--- src/rtl/vfpu_stream_sequencer_pkg.sv ---
// vfpu_package: shared state enum, cfg field slices and streamer control/flag types for the VFPU sequencer
package vfpu_package;
  localparam int NB_STREAMS_DEF  = 3;
  localparam int LINE_STRIDE_MSB = 31;
  localparam int LINE_STRIDE_LSB = 16;
  localparam int LINE_LENGTH_MSB = 15;
  localparam int LINE_LENGTH_LSB = 0;
  localparam int FEAT_STRIDE_MSB = 31;
  localparam int FEAT_STRIDE_LSB = 16;
  localparam int FEAT_LENGTH_MSB = 15;
  localparam int FEAT_LENGTH_LSB = 0;
  localparam int FEAT_ROLL_MSB   = 15;
  localparam int FEAT_ROLL_LSB   = 0;
  localparam int LOOP_OUTER_BIT  = 16;
  typedef enum logic [2:0] {
    SEQ_IDLE, SEQ_LOAD, SEQ_START, SEQ_RUN, SEQ_NEXT, SEQ_DONE
  } seq_state_t;
  typedef struct packed {
    logic [31:0] base_addr;
    logic [31:0] trans_size;
    logic [15:0] line_stride;
    logic [15:0] line_length;
    logic [15:0] feat_stride;
    logic [15:0] feat_length;
    logic [15:0] feat_roll;
    logic        loop_outer;
    logic        realign_type;
    logic [7:0]  line_length_remainder;
  } addressgen_ctrl_t;
  typedef struct packed {
    logic             req_start;
    addressgen_ctrl_t addressgen_ctrl;
  } ctrl_sourcesink_t;
  typedef struct packed {
    logic ready_start;
    logic done;
  } flags_sourcesink_t;
endpackage

--- src/rtl/vfpu_stream_shadow.sv ---
// vfpu_stream_shadow: per-stream job configuration snapshot with iteration base-address accumulator
module vfpu_stream_shadow
  import vfpu_package::*;
(
  input  logic             clk_i,
  input  logic             rst_i,
  input  logic             i_load,
  input  logic             i_adv,
  input  logic [31:0]      i_base,
  input  logic [31:0]      i_stride,
  input  logic [31:0]      i_line_cfg,
  input  logic [31:0]      i_feat_cfg,
  input  logic [31:0]      i_roll_cfg,
  input  logic [31:0]      i_trans_size,
  output addressgen_ctrl_t o_ag
);
  logic [31:0] r_base, r_stride, r_line, r_feat, r_trans;
  logic [LOOP_OUTER_BIT:0] r_roll;
  logic w_unused;
  assign w_unused = ^i_roll_cfg[31:LOOP_OUTER_BIT+1];
  // Snapshot on load, then step the base by the stride once per finished iteration
  always_ff @(posedge clk_i) begin
    if (rst_i) begin
      r_base   <= '0;
      r_stride <= '0;
      r_line   <= '0;
      r_feat   <= '0;
      r_roll   <= '0;
      r_trans  <= '0;
    end else if (i_load) begin
      r_base   <= i_base;
      r_stride <= i_stride;
      r_line   <= i_line_cfg;
      r_feat   <= i_feat_cfg;
      r_roll   <= i_roll_cfg[LOOP_OUTER_BIT:0];
      r_trans  <= i_trans_size;
    end else if (i_adv) begin
      r_base   <= r_base + r_stride;
    end
  end
  // Addressgen view of the snapshot; realignment is never used
  always_comb begin
    o_ag             = '0;
    o_ag.base_addr   = r_base;
    o_ag.trans_size  = r_trans;
    o_ag.line_stride = r_line[LINE_STRIDE_MSB:LINE_STRIDE_LSB];
    o_ag.line_length = r_line[LINE_LENGTH_MSB:LINE_LENGTH_LSB];
    o_ag.feat_stride = r_feat[FEAT_STRIDE_MSB:FEAT_STRIDE_LSB];
    o_ag.feat_length = r_feat[FEAT_LENGTH_MSB:FEAT_LENGTH_LSB];
    o_ag.feat_roll   = r_roll[FEAT_ROLL_MSB:FEAT_ROLL_LSB];
    o_ag.loop_outer  = r_roll[LOOP_OUTER_BIT];
  end
endmodule

--- src/rtl/vfpu_stream_sequencer.sv ---
// vfpu_stream_sequencer: replays a streamer job N times with per-stream base strides; watchdog enabled by VFPU_SEQ_TIMEOUT_EN
module vfpu_stream_sequencer
  import vfpu_package::*;
#(
  parameter int NB_OPERANDS    = 2,
  parameter int ITER_WIDTH     = 16,
  parameter int TIMEOUT_CYCLES = 65535
) (
  input  logic                                 clk_i,
  input  logic                                 rst_i,
  input  logic                                 clear_i,
  input  logic                                 start_i,
  input  logic [NB_OPERANDS:0][31:0]           base_addr_i,
  input  logic [NB_OPERANDS:0][31:0]           iter_stride_i,
  input  logic [NB_OPERANDS:0][31:0]           line_cfg_i,
  input  logic [NB_OPERANDS:0][31:0]           feat_cfg_i,
  input  logic [NB_OPERANDS:0][31:0]           roll_cfg_i,
  input  logic [31:0]                          trans_size_i,
  input  logic [ITER_WIDTH-1:0]                n_iter_i,
  output ctrl_sourcesink_t [NB_OPERANDS-1:0]   source_ctrl_o,
  input  flags_sourcesink_t [NB_OPERANDS-1:0]  source_flags_i,
  output ctrl_sourcesink_t                     sink_ctrl_o,
  input  flags_sourcesink_t                    sink_flags_i,
  output logic                                 busy_o,
  output logic                                 done_o,
  output logic [ITER_WIDTH-1:0]                iter_o,
  output logic                                 err_o
);
  localparam int NS = NB_OPERANDS + 1;
  seq_state_t r_state, w_next;
  logic [NS-1:0] r_done, w_flag_done, w_ready_unused;
  logic [ITER_WIDTH-1:0] r_iter, r_n_iter;
  logic w_rst, w_load, w_adv, w_last, w_all_done, w_tmo, w_unused;
  addressgen_ctrl_t [NS-1:0] w_ag;
  assign w_rst      = rst_i | clear_i;
  assign w_load     = r_state == SEQ_LOAD;
  assign w_last     = r_iter == r_n_iter - ITER_WIDTH'(1);
  assign w_adv      = (r_state == SEQ_NEXT) && !w_last;
  assign w_all_done = &(r_done | w_flag_done);
  assign busy_o     = r_state != SEQ_IDLE;
  assign done_o     = r_state == SEQ_DONE;
  assign iter_o     = r_iter;
  for (genvar s = 0; s < NS; s++) begin : g_stream
    if (s < NB_OPERANDS) begin : g_src
      assign w_flag_done[s]    = source_flags_i[s].done;
      assign w_ready_unused[s] = source_flags_i[s].ready_start;
      assign source_ctrl_o[s]  = '{req_start: r_state == SEQ_START, addressgen_ctrl: w_ag[s]};
    end else begin : g_snk
      assign w_flag_done[s]    = sink_flags_i.done;
      assign w_ready_unused[s] = sink_flags_i.ready_start;
      assign sink_ctrl_o       = '{req_start: r_state == SEQ_START, addressgen_ctrl: w_ag[s]};
    end
    vfpu_stream_shadow u_shadow (
      .clk_i       (clk_i),
      .rst_i       (w_rst),
      .i_load      (w_load),
      .i_adv       (w_adv),
      .i_base      (base_addr_i[s]),
      .i_stride    (iter_stride_i[s]),
      .i_line_cfg  (line_cfg_i[s]),
      .i_feat_cfg  (feat_cfg_i[s]),
      .i_roll_cfg  (roll_cfg_i[s]),
      .i_trans_size(trans_size_i),
      .o_ag        (w_ag[s])
    );
  end
  // State register, iteration counter and per-stream completion bits
  always_ff @(posedge clk_i) begin
    if (w_rst) begin
      r_state  <= SEQ_IDLE;
      r_done   <= '0;
      r_iter   <= '0;
      r_n_iter <= '0;
    end else begin
      r_state <= w_next;
      if (w_load) begin
        r_iter   <= '0;
        r_n_iter <= (n_iter_i == '0) ? ITER_WIDTH'(1) : n_iter_i;
      end
      if (w_adv) r_iter <= r_iter + ITER_WIDTH'(1);
      r_done <= (r_state == SEQ_START) ? '0 : (r_state == SEQ_RUN) ? (r_done | w_flag_done) : r_done;
    end
  end
  // Next-state: a done pulse arriving with the last missing bit completes the iteration
  always_comb begin
    w_next = r_state;
    unique case (r_state)
      SEQ_IDLE:  w_next = start_i ? SEQ_LOAD : SEQ_IDLE;
      SEQ_LOAD:  w_next = SEQ_START;
      SEQ_START: w_next = SEQ_RUN;
      SEQ_RUN:   w_next = w_all_done ? SEQ_NEXT : w_tmo ? SEQ_DONE : SEQ_RUN;
      SEQ_NEXT:  w_next = w_last ? SEQ_DONE : SEQ_START;
      SEQ_DONE:  w_next = SEQ_IDLE;
      default:   w_next = SEQ_IDLE;
    endcase
  end
`ifdef VFPU_SEQ_TIMEOUT_EN
  logic [31:0] r_tmo_cnt;
  logic r_err;
  assign w_tmo    = (r_state == SEQ_RUN) && (r_tmo_cnt == 32'(TIMEOUT_CYCLES - 1));
  assign err_o    = r_err;
  assign w_unused = ^w_ready_unused;
  // Watchdog counts RUN cycles of the current iteration; the error stays until the next accepted start
  always_ff @(posedge clk_i) begin
    if (w_rst) begin
      r_tmo_cnt <= '0;
      r_err     <= 1'b0;
    end else begin
      r_tmo_cnt <= (r_state == SEQ_RUN) ? r_tmo_cnt + 32'd1 : '0;
      r_err     <= (r_state == SEQ_IDLE && start_i) ? 1'b0 : (w_tmo && !w_all_done) ? 1'b1 : r_err;
    end
  end
`else
  assign w_tmo    = 1'b0;
  assign err_o    = 1'b0;
  assign w_unused = ^{w_ready_unused, 32'(TIMEOUT_CYCLES)};
`endif
endmodule

--- config.mk ---
export PLATFORM = sky130hd
export DESIGN_NAME = vfpu_stream_sequencer
export DESIGN_NICKNAME = d
export VERILOG_FILES = /design/src/rtl/vfpu_stream_sequencer_pkg.sv /design/src/rtl/vfpu_stream_shadow.sv /design/src/rtl/vfpu_stream_sequencer.sv
export SDC_FILE = /design/constraint.sdc
export NUM_CORES = 1
export LEC_CHECK = 0
export BUFFER_PORTS_ARGS = -buffer_cell sky130_fd_sc_hd__clkbuf_2
export CAP_MARGIN = 20
export CELL_PAD_IN_SITES_DETAIL_PLACEMENT = 1
export CELL_PAD_IN_SITES_GLOBAL_PLACEMENT = 1
export CORE_AREA = 2 2 397 399
export CTS_CLUSTER_SIZE = 28
export DETAILED_ROUTE_END_ITERATION = 16
export DIE_AREA = 0 0 399 401
export HOLD_SLACK_MARGIN = 0.02
export PLACE_DENSITY = 0.4
export RECOVER_POWER = 25
export REMOVE_ABC_BUFFERS = 1
export SLEW_MARGIN = 5
export SYNTH_ARGS = -nofsm -noshare
export SYNTH_HDL_FRONTEND = slang
export SYNTH_SLANG_ARGS = --single-unit
--- constraint.sdc ---
create_clock -name clk_i -period 7.93 [get_ports clk_i]
set_input_delay 0.3965 -clock clk_i [delete_from_list [all_inputs] [get_ports clk_i]]
set_output_delay 0.3965 -clock clk_i [all_outputs]
set_load 0.01 [all_outputs]
==> impl_metrics.csv <==
group,metric,value,unit
floorplanning,core-area,156000,um^2
synth,yosys-top-cells-area,"dfxtp_1, nand2_1, a21oi_1",
global_routing,antenna_found_initial,58,
critical_path,ff2ff_setup_slack,3.39,ns
sta,fin_crit_sh,57.2,%
cells_and_area,final_nets,5046,
synth,yosysWarnings,0,
synth,async_flop_share,0,%
detailed_routing,dr.first_iter.drc_count,985,
cells_and_area,drive_gt1_share,19.7,%
place,dpl.cell_count,5928,
cells_and_area,seq_area,10100,um^2
synth,yosys.area.top_type,"dfxtp_1",
synth,synthDominantCellAreaShare,41.6,%
cells_and_area,num-fill-cells,18900,
clock_network,cts_tree,"built",
synth,synthFlopType,"dfxtp_1",
floorplanning,dieArea,160000,um^2
synth,synthTopCellsByCount,"nand2_1, a21oi_1, dfxtp_1",
synth,postSynthAreaPerCell,7.66,um^2
detailed_routing,drc,0,
detailed_routing,vias,27300,
global_routing,grt_max_degree,157,
floorplanning,io_pins,1022,
clock_network,h-tree-depth,3,
synth,yosysMostFrequentCell,"nand2_1",
detailed_routing,vias_per_cell,4.16,
pwr,p_leak,0.0149,uW
synth,synth_edf_count,0,
clock_network,clk_pin_slew_worst_paths,0.05,ns
sta,fin_crit,4.54,ns
detailed_routing,drt-wirelength-per-cell,21.5,um
pwr,power_density,182,nW/um^2
global_routing,grt_pass1_vias,28500,
clock_network,cts.sinks,505,
place,pre_cts_ws,3.30,ns
global_routing,grt_overflow,0,
synth,netlist_area,24300,um^2
cells_and_area,multi_input_area,12700,um^2
floorplanning,die_w,399,um
sta,fin_skew,0.0534,ns
clock_network,clock_latency,0.69,ns
clock_network,root_buffer,"clkbuf_16",
place,detailed_place_hpwl,108000,um
sta,setup_violations,0,
critical_path,cp-start-kind,"flip-flop",
sta,tns,0,ns
sta,clock.fmax,220,MHz
detailed_routing,drt_wl_total,141000,um
critical_path,r2r-start,"r_n_iter[0]",
sta,rsz0062_at_grt,"no",
floorplanning,start_util,15.6,%
place,place.gp.congestion,0.798,
cells_and_area,fin_cells,6549,
sta,worst_pin_slew,1.03,ns
global_routing,grt_pass1_wl,203000,um
clock_network,cts-resized-gates,0,
critical_path,reg2reg_to,"g_stream[0].u_shadow.r_base[31]",
sta,hold_ws,0.0921,ns
synth,ys_ff_latch,505,
sta,hold_viol,0,
place,io_buffers,945,
sta,slew_headroom,29.5,%
clock_network,clock_path_buffers,3,
sta,drv_slew,0,
critical_path,critical_path_class,"reg2reg",
hold_path,hold_class,"in2reg",
critical_path,cp.arrival,5.13,ns
critical_path,crit_path_start,"r_n_iter[0]",
detailed_routing,first_pass_iters,5,
synth,yosysSeqAreaShare,41.6,%
floorplanning,fp.dieH,401,um
critical_path,worstSetupEndpoint,"g_stream[0].u_shadow.r_base[31]",
synth,synth_cells,3173,
global_routing,grt.total_usage,17.1,%
synth,synth_cell_types,78,
critical_path,worstSetupEndpointType,"flip-flop",
pwr,vdd_drop_max,0.141,mV
critical_path,crit_required,8.52,ns
sta,fin_ws,3.39,ns
cells_and_area,area_delta_synth_final,53.8,%
outcome,status,"completed",
critical_path,r2r_cells,12,
clock_network,numCtsBuffers,74,
floorplanning,row_count,145,
critical_path,path_max_fanout,17,
flow_run,cap_viol_max_count,0,
detailed_routing,ant_nets,0,
==> worst max-delay path, stage by stage (launching register included) <==
cell and delay [ns]:
dfxtp_1 0.36, inv_1 0.08, ha_1 0.43, or4b_1 0.63, nor4_1 0.40, mux2i_1 0.23
o211ai_1 0.10, nand4_1 0.22, nor2b_4 0.67, buf_4 0.49, nand2_4 0.23, o41ai_1 0.41
a311o_1 0.16
==> cell usage in the layout (no fill, tap or decap), drive strengths merged, types with 7 or more instances in the layout <==
cell and n:
o21ai 112, dfxtp 505, conb 28, inv 29, nor2b 13, a41oi 9
o21a 11, nor3 55, and3 25, a31oi 16, or2 11, clkbuf 1052
a2111oi 7, o22ai 10, nor2 156, xor2 46, o21bai 8, and2 7
clkinv 19, or3 12, dlygate4sd3 463, nand3 34, nand2b 13, nand4 17
a21o 39, a21oi 533, buf 23, o31ai 10, o221ai 13, a211oi 40
ha 95, diode 25, o211ai 17, mux2i 13, nand2 880, xnor2 50
nor4 7
==> routing by layer <==
| layer | part of all wire (%) | vias to the layer above | wire [um] | global-route usage, % |
|---|---|---|---|---|
| li1 | - | 13200 | - | - |
| met1 | 42 | 13100 | 58800 | 20.0 |
| met2 | 50 | 667 | 71000 | 30.9 |
| met3 | 5.8 | 176 | 8220 | 4.78 |
| met4 | 1.9 | 38 | 2620 | 3.30 |
| met5 | 0.17 | - | 244 | 0 |
==> how the worst min path moves through the flow <==
| stage | from | endpoint | slack [ns] | depth (start not counted) |
|---|---|---|---|---|
| after floorplan | r_done[0] | r_done[0] | 0.43 | 2 |
| after global placement | g_stream[1].u_shadow.r_roll[11] | g_stream[1].u_shadow.r_roll[11] | 0.44 | 2 |
| after detailed placement | g_stream[2].u_shadow.r_feat[9] | g_stream[2].u_shadow.r_feat[9] | 0.45 | 2 |
| after CTS | base_addr_i[23] | g_stream[0].u_shadow.r_base[23] | 0.02 | 4 |
| after global routing | line_cfg_i[29] | g_stream[0].u_shadow.r_line[29] | 0.04 | 3 |
| final | base_addr_i[23] | g_stream[0].u_shadow.r_base[23] | 0.09 | 4 |
==> timing repair <==
item                      CTS  global route
buffers inserted            0             0
hold buffers              463             0
hold endpoints to repair  463             0
==> report_power, final <==
part	leakage (uW)	internal [uW]	total, uW	switching, uW
sequential	0.00408	2580	2610	34.0
combinational	0.00959	338	731	393
clock	0.00124	2020	3470	1440
==> cell families (layout without fill, tap and decap cells) <==
group / count (synthesis) / after routing / synth area share (%)
muxes: 14 / 14 / 0.581
xor gates and xnor gates: 96 / 96 / 3.46
DFF: 505 / 505 / 41.6
adders and majority gates: 98 / 98 / 5.14
other: 1 / 53 / 0.0154
AOI/OAI and AO/OA: 875 / 875 / 20.7
buffers and inverters: 325 / 1591 / 6.81
and+or+nand+nor: 1259 / 1259 / 21.7
==> sequential cells by signal, summed over array words and instances (netlist names), 16 cells and up <==
name and cells:
g_stream.u_shadow.r_stride 96, g_stream.u_shadow.r_roll 51, g_stream.u_shadow.r_feat 96, g_stream.u_shadow.r_base 96
iter_o 16, g_stream.u_shadow.r_trans 32, r_n_iter 16, g_stream.u_shadow.r_line 96
==> area by class of cell <==
cell class	count	share of cell area, %
antenna	25	0.167
timing repair buffer	1432	24.9
tap	2058	6.88
clock inverter	25	1.00
sequential	505	27.0
multi-input combinational	2370	33.9
clock buffer	107	5.79
inverter	27	0.271
==> stage by stage <==
step	utilization (%)	cell area [um^2]	total power, uW
finish	24.0	37400	6810
global route	24.0	37400	7140
CTS	24.2	37600	6990
detailed placement	19.6	30500	3210
global placement	19.6	30500	3210
floorplan	-	22900	2950
Note: power is estimated with default switching activity, not from simulation.
